### src/rtl/prach_ditfft3_pkg.sv
// Shared types and helpers for the PRACH radix-3 DIT first-stage butterfly.
package prach_ditfft3_pkg;

    // Upper bound on interleaved channels; sizes the per-channel x1 store.
    localparam int MAX_NCH = 16;

    // Position of a sample inside its radix-3 triplet.
    typedef enum logic [1:0] {
        SLOT_X0 = 2'd0,
        SLOT_X1 = 2'd1,
        SLOT_X2 = 2'd2
    } slot_e;

    // Clamp a signed value to the two's complement range of 'width' bits.
    function automatic logic signed [63:0] sat_to(input logic signed [63:0] v,
                                                  input int unsigned width);
        logic signed [63:0] hi;
        logic signed [63:0] lo;
        hi = (64'sd1 <<< (width - 1)) - 64'sd1;
        lo = -(64'sd1 <<< (width - 1));
        if (v > hi) begin
            return hi;
        end else if (v < lo) begin
            return lo;
        end
        return v;
    endfunction

endpackage

### src/rtl/prach_ditfft3_bf1_mc_dly.sv
// Fixed-length control delay line with asynchronous clear.
module prach_ditfft3_bf1_mc_dly #(
    parameter int WIDTH = 2,
    parameter int DELAY = 3
) (
    input  logic             clk,
    input  logic             rst,
    input  logic [WIDTH-1:0] din,
    output logic [WIDTH-1:0] dout
);

    logic [WIDTH-1:0] sr_d [DELAY];
    logic [WIDTH-1:0] sr_q [DELAY];

    // Shift one position per clock, new value enters at the head.
    always_comb begin
        sr_d[0] = din;
        for (int i = 1; i < DELAY; i++) begin
            sr_d[i] = sr_q[i-1];
        end
    end

    // Delay-line storage; cleared so in-flight control bits vanish on reset.
    always_ff @(posedge clk or posedge rst) begin
        if (rst) begin
            sr_q <= '{default: '0};
        end else begin
            sr_q <= sr_d;
        end
    end

    assign dout = sr_q[DELAY-1];

endmodule

### src/rtl/prach_ditfft3_bf1_mc.sv
// First-stage radix-3 DIT butterfly, NCH interleaved channels:
// (x0, x1, x2) -> (x0, x1+x2, x2-x1), fixed latency NCH+2, optional bypass.
module prach_ditfft3_bf1_mc
    import prach_ditfft3_pkg::*;
#(
    parameter int DW   = 18,
    parameter int NCH  = 1,
    parameter int GROW = 1,
    localparam int OW  = DW + GROW
) (
    input  logic                 clk,
    input  logic                 rst,
    input  logic signed [DW-1:0] din_dr,
    input  logic signed [DW-1:0] din_di,
    input  logic                 din_dv,
    input  logic                 sync_in,
    input  logic                 bypass,
    output logic signed [OW-1:0] dout_dr,
    output logic signed [OW-1:0] dout_di,
    output logic                 dout_dv,
    output logic                 sync_out,
    output logic                 sat_flag
);

    localparam int L  = NCH + 2;
    // Data stages ahead of the output register; the last one is where x1+x2 lands.
    localparam int NP = L - 1;
    localparam logic [3:0] CH_LAST = 4'(NCH - 1);

    // Widen/clamp a DW+1 result to OW bits; MSB of the return is the clip flag.
    function automatic logic [OW:0] fit(input logic signed [DW:0] v);
        logic signed [63:0] w;
        logic signed [63:0] s;
        w = 64'(v);
        s = (GROW != 0) ? w : sat_to(w, OW);
        return {(s != w), s[OW-1:0]};
    endfunction

    slot_e       slot_q, slot_d, cur_slot;
    logic [3:0]  ch_q, ch_d, cur_ch;
    logic        bypass_q, bypass_d, byp_eff, grp_start;

    logic signed [DW-1:0] x1r_q [MAX_NCH];
    logic signed [DW-1:0] x1r_d [MAX_NCH];
    logic signed [DW-1:0] x1i_q [MAX_NCH];
    logic signed [DW-1:0] x1i_d [MAX_NCH];

    logic signed [OW-1:0] pr_q [NP];
    logic signed [OW-1:0] pr_d [NP];
    logic signed [OW-1:0] pi_q [NP];
    logic signed [OW-1:0] pi_d [NP];
    logic                 ps_q [NP];
    logic                 ps_d [NP];
    logic                 pt_q [NP];
    logic                 pt_d [NP];

    logic [OW:0] sum_r, sum_i, dif_r, dif_i;

    logic signed [OW-1:0] dout_dr_q, dout_dr_d, dout_di_q, dout_di_d;
    logic                 sat_flag_q, sat_flag_d;
    logic [1:0]           dly_out;

    // Slot/channel tracking, sync realignment and group-boundary bypass latch.
    always_comb begin
        cur_slot = slot_q;
        cur_ch   = ch_q;
        if (din_dv && sync_in) begin
            cur_slot = SLOT_X0;
            cur_ch   = '0;
        end
        grp_start = din_dv && (cur_slot == SLOT_X0) && (cur_ch == '0);
        byp_eff   = grp_start ? bypass : bypass_q;
        bypass_d  = byp_eff;
        slot_d    = slot_q;
        ch_d      = ch_q;
        if (din_dv) begin
            if (cur_ch == CH_LAST) begin
                ch_d = '0;
                case (cur_slot)
                    SLOT_X0: slot_d = SLOT_X1;
                    SLOT_X1: slot_d = SLOT_X2;
                    default: slot_d = SLOT_X0;
                endcase
            end else begin
                ch_d   = cur_ch + 4'd1;
                slot_d = cur_slot;
            end
        end
    end

    // Datapath: store x1 per channel; on x2 drop x2-x1 at the head of the line
    // and x1+x2 into the slot just before the output, overwriting the delayed x1 entry.
    always_comb begin
        x1r_d = x1r_q;
        x1i_d = x1i_q;
        if (din_dv && (cur_slot == SLOT_X1)) begin
            x1r_d[cur_ch] = din_dr;
            x1i_d[cur_ch] = din_di;
        end
        sum_r = fit({x1r_q[cur_ch][DW-1], x1r_q[cur_ch]} + {din_dr[DW-1], din_dr});
        sum_i = fit({x1i_q[cur_ch][DW-1], x1i_q[cur_ch]} + {din_di[DW-1], din_di});
        dif_r = fit({din_dr[DW-1], din_dr} - {x1r_q[cur_ch][DW-1], x1r_q[cur_ch]});
        dif_i = fit({din_di[DW-1], din_di} - {x1i_q[cur_ch][DW-1], x1i_q[cur_ch]});

        pr_d[0] = OW'(din_dr);
        pi_d[0] = OW'(din_di);
        ps_d[0] = 1'b0;
        pt_d[0] = din_dv;
        for (int i = 1; i < NP; i++) begin
            pr_d[i] = pr_q[i-1];
            pi_d[i] = pi_q[i-1];
            ps_d[i] = ps_q[i-1];
            pt_d[i] = pt_q[i-1];
        end
        if (din_dv && (cur_slot == SLOT_X2) && !byp_eff) begin
            pr_d[0]    = dif_r[OW-1:0];
            pi_d[0]    = dif_i[OW-1:0];
            ps_d[0]    = dif_r[OW] | dif_i[OW];
            pr_d[NP-1] = sum_r[OW-1:0];
            pi_d[NP-1] = sum_i[OW-1:0];
            ps_d[NP-1] = sum_r[OW] | sum_i[OW];
        end

        dout_dr_d  = dout_dr_q;
        dout_di_d  = dout_di_q;
        sat_flag_d = 1'b0;
        if (pt_q[NP-1]) begin
            dout_dr_d  = pr_q[NP-1];
            dout_di_d  = pi_q[NP-1];
            sat_flag_d = ps_q[NP-1];
        end
    end

    // Control state and outputs; cleared asynchronously.
    always_ff @(posedge clk or posedge rst) begin
        if (rst) begin
            slot_q     <= SLOT_X0;
            ch_q       <= '0;
            bypass_q   <= 1'b0;
            pt_q       <= '{default: 1'b0};
            dout_dr_q  <= '0;
            dout_di_q  <= '0;
            sat_flag_q <= 1'b0;
        end else begin
            slot_q     <= slot_d;
            ch_q       <= ch_d;
            bypass_q   <= bypass_d;
            pt_q       <= pt_d;
            dout_dr_q  <= dout_dr_d;
            dout_di_q  <= dout_di_d;
            sat_flag_q <= sat_flag_d;
        end
    end

    // Data storage without reset; contents are qualified by the valid tags.
    always_ff @(posedge clk) begin
        x1r_q <= x1r_d;
        x1i_q <= x1i_d;
        pr_q  <= pr_d;
        pi_q  <= pi_d;
        ps_q  <= ps_d;
    end

    prach_ditfft3_bf1_mc_dly #(
        .WIDTH (2),
        .DELAY (L)
    ) u_dly (
        .clk  (clk),
        .rst  (rst),
        .din  ({sync_in, din_dv}),
        .dout (dly_out)
    );

    assign {sync_out, dout_dv} = dly_out;
    assign dout_dr  = dout_dr_q;
    assign dout_di  = dout_di_q;
    assign sat_flag = sat_flag_q;

endmodule

### config.mk
export PLATFORM = sky130hd
export DESIGN_NAME = prach_ditfft3_bf1_mc
export DESIGN_NICKNAME = d
export VERILOG_FILES = /design/src/rtl/prach_ditfft3_pkg.sv /design/src/rtl/prach_ditfft3_bf1_mc_dly.sv /design/src/rtl/prach_ditfft3_bf1_mc.sv
export SDC_FILE = /design/constraint.sdc
export NUM_CORES = 1
export LEC_CHECK = 0
export BUFFER_PORTS_ARGS = -buffer_cell sky130_fd_sc_hd__buf_2
export CORE_MARGIN = 2
export CORE_UTILIZATION = 50
export CTS_BUF_LIST = sky130_fd_sc_hd__clkbuf_4 sky130_fd_sc_hd__clkbuf_8
export DETAILED_ROUTE_END_ITERATION = 10
export PLACE_DENSITY = 0.66
export SLEW_MARGIN = 20
export SYNTH_ARGS = -nofsm -noshare
export SYNTH_HDL_FRONTEND = slang
export SYNTH_SLANG_ARGS = --single-unit
### constraint.sdc
create_clock -name clk -period 6.63 [get_ports clk]
set_clock_uncertainty 0.05 [all_clocks]
set_input_delay 0.663 -clock clk [delete_from_list [all_inputs] [get_ports clk]]
set_output_delay 0.663 -clock clk [all_outputs]
set_load 0.1 [all_outputs]
After elaboration in Yosys (flattened, before gate mapping)
Cells that the tools add are included.
W data, S select, Z words.
{"block": "word_totals", "input_bits": 41, "register_bits": 708, "output_inout_bits": 41}
{"block": "classes", "add_sub_neg": 5, "bitwise": 1, "n_eq_ne": 2, "n_lt_le_gt_ge": 2, "mux": 19, "n_reduce_logical": 10}
{"op": "$bwmux W288", "count": 2}
{"op": "$bmux W18 S4", "count": 2}
{"op": "$mux W18", "count": 5}
{"op": "$mux W38", "count": 2}
{"op": "$demux W18 S4", "count": 1}
{"op": "$add A18 B18 Y19", "count": 2}
{"op": "$sub A18 B18 Y19", "count": 2}
{"op": "$mux W4", "count": 2}
{"op": "$logic_and A1 B1 Y1", "count": 7}
{"op": "$ge A5 B5 Y1 const B", "count": 1}
{"op": "$lt A5 B1 Y1 const B", "count": 1}
{"op": "$not A4 Y5", "count": 1}
{"op": "$add A4 B1 Y4 const B", "count": 1}
{"op": "$logic_not A4 Y1", "count": 1}
{"op": "$mux W2", "count": 2}
{"op": "$pmux W2 S2", "count": 1}
{"op": "$eq A2 B1 Y1 const B", "count": 1}
{"op": "$eq A2 B2 Y1 const B", "count": 1}
{"op": "$logic_not A2 Y1", "count": 1}
{"op": "$mux W1", "count": 2}
{"op": "$logic_not A1 Y1", "count": 1}

Depth between registers and ports, before layout
{"block": "logic_depth", "depth_word": 9, "mapped_depth": 19, "depth_no_buf": 16}

Modules after synthesis
A second synthesis with hierarchy kept.
{"block": "unflattened", "cells_unflattened": 2304, "area_unflattened_um2": 30241.5}
{"module": "prach_ditfft3_bf1_mc", "cells_per_inst": 2297, "seq_area_each_um2": 19994.2, "area_per_inst_um2": 30087.6, "n_inst": 1}
{"module": "prach_ditfft3_bf1_mc_dly", "cells_per_inst": 7, "seq_area_each_um2": 150.1, "area_per_inst_um2": 153.9, "n_inst": 1}

Worst setup path before layout
OpenSTA, ideal clock, no wires.
{"block": "synth_path", "kind": "input -> register", "start": "in sync_in", "end": "reg pr_q[16] (netlist name)", "setup_slack_ns": 2.477, "setup_time_ns": 0.129, "arrival_time_ns": 3.974, "stages": 18, "cell_sequence": "buf_2 > and2_1 > nor2_1 > buf_2 > buf_2 > buf_2 > mux2i_1 > o21ai_0 > and3_1 > ha_1 > fa_1 > a211oi_1 > o21ai_1 > a221oi_1 > o21ai_0 > a31oi_1 > xnor2_1 > o21ai_0"}
{"item": "start: declaration", "line_no": "prach_ditfft3_bf1_mc.sv:16", "rtl": "input logic sync_in,"}
{"item": "end signal: assignment", "line_no": "prach_ditfft3_bf1_mc.sv:159", "rtl": "pr_q <= pr_d;"}
{"item": "end: declaration", "line_no": "prach_ditfft3_bf1_mc.sv:48", "rtl": "logic signed [OW-1:0] pr_q [NP];"}

==> results.sh <==
export IMPL_rsz0062_at_grt="false"
export IMPL_start_util_pct=50.5
export IMPL_clock_latency_ns=0.72
export IMPL_design_core_area_um2=60200
export IMPL_syn_area_um2=30400
export IMPL_synth_seq_cells=703
export IMPL_die_area_um2=62900
export IMPL_clk_path_buf_depth=3
export IMPL_fin_crit_sh_pct=72.2
export IMPL_antenna_left=0
export IMPL_synth_area_leaders="edfxtp_1 (57%), dfxtp_1 (5.0%), dfrtp_1 (4.2%), ha_1 (3.8%), mux2i_1 (3.4%)"
export IMPL_yosys_warnings=0
export IMPL_wl_per_cell_um=24.3
export IMPL_synth_simple_area_share_pct=7.16
export IMPL_drt_wl_total_um=80300
export IMPL_failed_checks="DRC"
export IMPL_syn2layout_area_growth_pct=12.5
export IMPL_synthCells=2323
export IMPL_vias=19900
export IMPL_syn_nets=2460
export IMPL_syn_area_per_cell_um2=13.1
export IMPL_cts_root_buf="clkbuf_8"
export IMPL_critPathKind="reg2reg"
export IMPL_track_usage_pct=25.4
export IMPL_synth_edf_count=576
export IMPL_post_cts_buffers=0
export IMPL_cts_sinks=703
export IMPL_synthFlopType="edfxtp_1"
export IMPL_final_hold_viol_count=0
export IMPL_p_leak_nw=12.2
export IMPL_startpoint_type="flip-flop"
export IMPL_die_h_um=251
export IMPL_ir_drop_v=0.000180
export IMPL_yosysSeqAreaShare_pct=66.0
export IMPL_holdBufCountCts=0
export IMPL_cp_max_fo=16
export IMPL_dr_pass1_iters=10
export IMPL_port_buffers=80
export IMPL_arrival_ns=5.32
export IMPL_path_clk_slew_ns=0.06
export IMPL_hold_class="in2async"
export IMPL_drtIter0Drc=2049
export IMPL_max_slew_margin_pct=15.2
export IMPL_muxShareOfSynthArea_pct=5.80
export IMPL_vias_per_cell=6.00
export IMPL_ys_types=70
export IMPL_synthXorXnorAreaFrac_pct=1.75
export IMPL_power_density_nw_per_um2=285
export IMPL_dp_hpwl_um=49600
export IMPL_grt_overflow=0
export IMPL_status="finished, violations left"
export IMPL_pin_count=82
export IMPL_synth_compound_area_share_pct=12.5
export IMPL_tightest_slew_ns=1.27
export IMPL_async_reset_ff_share_pct=7.25
export IMPL_synth_top_family_by_area="compound AO/OA/AOI/OAI gates"
export IMPL_drcViolationCount=2
export IMPL_drive_gt1_share_pct=17.0
export IMPL_grt_pass1_wl_um=120000
export IMPL_grt_pass1_vias=19600
export IMPL_layout_cells_non_filler=3310
export IMPL_tns_ns=0
export IMPL_synth_top_area_share_pct=56.8
export IMPL_setup_viol=0
export IMPL_placedCellCount=3096
export IMPL_nNetsFinal=2565
export IMPL_synth_top_cell_by_area="edfxtp_1"
export IMPL_fin_crit_ns=4.79
export IMPL_dieWidth_um=251
export IMPL_cts_buffers=112
export IMPL_slew_violations=0
export IMPL_antenna_found_initial=11
export IMPL_gp_congestion=0.900
export IMPL_cap_violations=0
export IMPL_required_ns=7.16
export IMPL_grt_max_degree=194
export IMPL_max_freq_mhz=209
export IMPL_cts_tree="yes"
export IMPL_synth_fa_ha_area_share_pct=4.04
export IMPL_ctsResizeCount=0
export IMPL_cp_end_kind="flip-flop"
export IMPL_htreeDepth=3
export IMPL_rows=90
## layout make-up
cell class              count  area [µm²]
diodes                      6        15.0
clock inverters            32         244
fillers                  4893       26000
repair buffers            130         841
multi-input cells        1413        9680
inverters                  68         255
clock buffers             176        2120
well taps                 782         978
flip-flops and latches    703       20100
## placed cells by master (no fill, tap or decap), types with 60 or more instances in the layout
cell type	n
nand2_1	190
mux2_2	66
o21ai_0	161
a221oi_1	60
edfxtp_1	576
buf_2	80
inv_1	65
mux2i_1	102
a21oi_1	136
dfxtp_1	76
nor2_1	166
ha_1	92
clkbuf_8	128
## worst paths after layout
kind	start	endpoint	slack (ns)	depth (start not counted)
min in group clk	sync_in	u_dly.sr_d[3]$_DFF_PP0_	0.12	1
worst min register to register	u_dly.sr_d[1]$_DFF_PP0_	u_dly.dout[1]$_DFF_PP0_	0.30	0
worst min-delay path	rst	dout_di[12]$_DFFE_PP0P_	0.08	3
worst max register to register	ch_q[0]$_DFFE_PP0P_	pi_q[15]$_DFF_P_	1.84	16
worst max-delay path	ch_q[0]$_DFFE_PP0P_	pi_q[15]$_DFF_P_	1.84	16
max in group asynchronous	rst	ch_q[0]$_DFFE_PP0P_	5.93	3
## layer usage
metal / track usage (%) / vias up / share of wire, % / wire, µm
met5: 0 / - / 0.050 / 40
met4: 8.71 / 6 / 2.8 / 2270
met3: 4.92 / 159 / 7.2 / 5810
met2: 41.6 / 815 / 48 / 38500
met1: 34.3 / 9900 / 42 / 33700
li1: - / 8987 / - / -
## flip-flops by register name, summed over array words and instances (netlist names)
signal      flops
bypass_q        1
ch_q            4
dout_di        19
dout_dr        19
pi_q           38
pr_q           38
slot_q          2
u_dly.dout      2
u_dly.sr_d      4
x1i_q         288
x1r_q         288
## power by group
group / switching [mW] / leakage (nW) / internal, mW
sequential: 0.0417 / 6.42 / 4.87
combinational: 0.737 / 4.47 / 0.281
clock: 1.68 / 1.26 / 2.15
## critical path, cell delays in order, from the launching register on
cell and delay, ns:
dfrtp_4 0.52, inv_1 0.22, nor2_4 0.16, inv_1 0.11, nor2_4 0.49, buf_4 0.37
a221oi_1 0.13, o21ai_0 0.11, and3_1 0.31, ha_1 0.30, a211oi_1 0.35, o21ai_1 0.23
a21oi_1 0.35, nor3_1 0.10, a2111oi_2 0.43, xnor2_1 0.11, o21ai_1 0.28
## per-stage QoR
step           cell area (µm²)  worst slack (ns)  total power, mW  hold slack [ns]  util, %
2_1_floorplan            30400              2.48             5.73            0.281        -
3_3_place_gp             31800              1.39             6.00            0.284     52.8
3_5_place_dp             31900              1.30             6.02            0.286     52.9
4_1_cts                  34200              1.87             9.82           0.0515     56.8
5_1_grt                  34200              1.50             10.1            0.111     56.8
6_report                 34200              1.84             9.76           0.0828     56.8
## cells in the mapped netlist, drive strengths merged (11+ instances only)
library cell / instances
a221o: 16
xnor2: 44
edfxtp: 576
and3: 33
nor2: 186
nor3: 16
a32oi: 16
a221oi: 61
buf: 47
mux2i: 102
nand2b: 12
ha: 92
a21oi: 136
nand2: 190
inv: 68
dfrtp: 51
o22ai: 48
xor2: 17
a21o: 11
nor2b: 14
a22oi: 28
clkbuf: 92
o21ai: 178
dfxtp: 76
o221ai: 29
mux2: 66
o21bai: 16
## cell families after synthesis
logic type,Yosys count
AOI/OAI and AO/OA,592
xor gates and xnor gates,61
adders and majority gates,96
buffers and inverters,207
DFF,703
muxes,168
other,1
and+or+nand+nor,495
No activity file was read; power rests on OpenSTA's default activity.
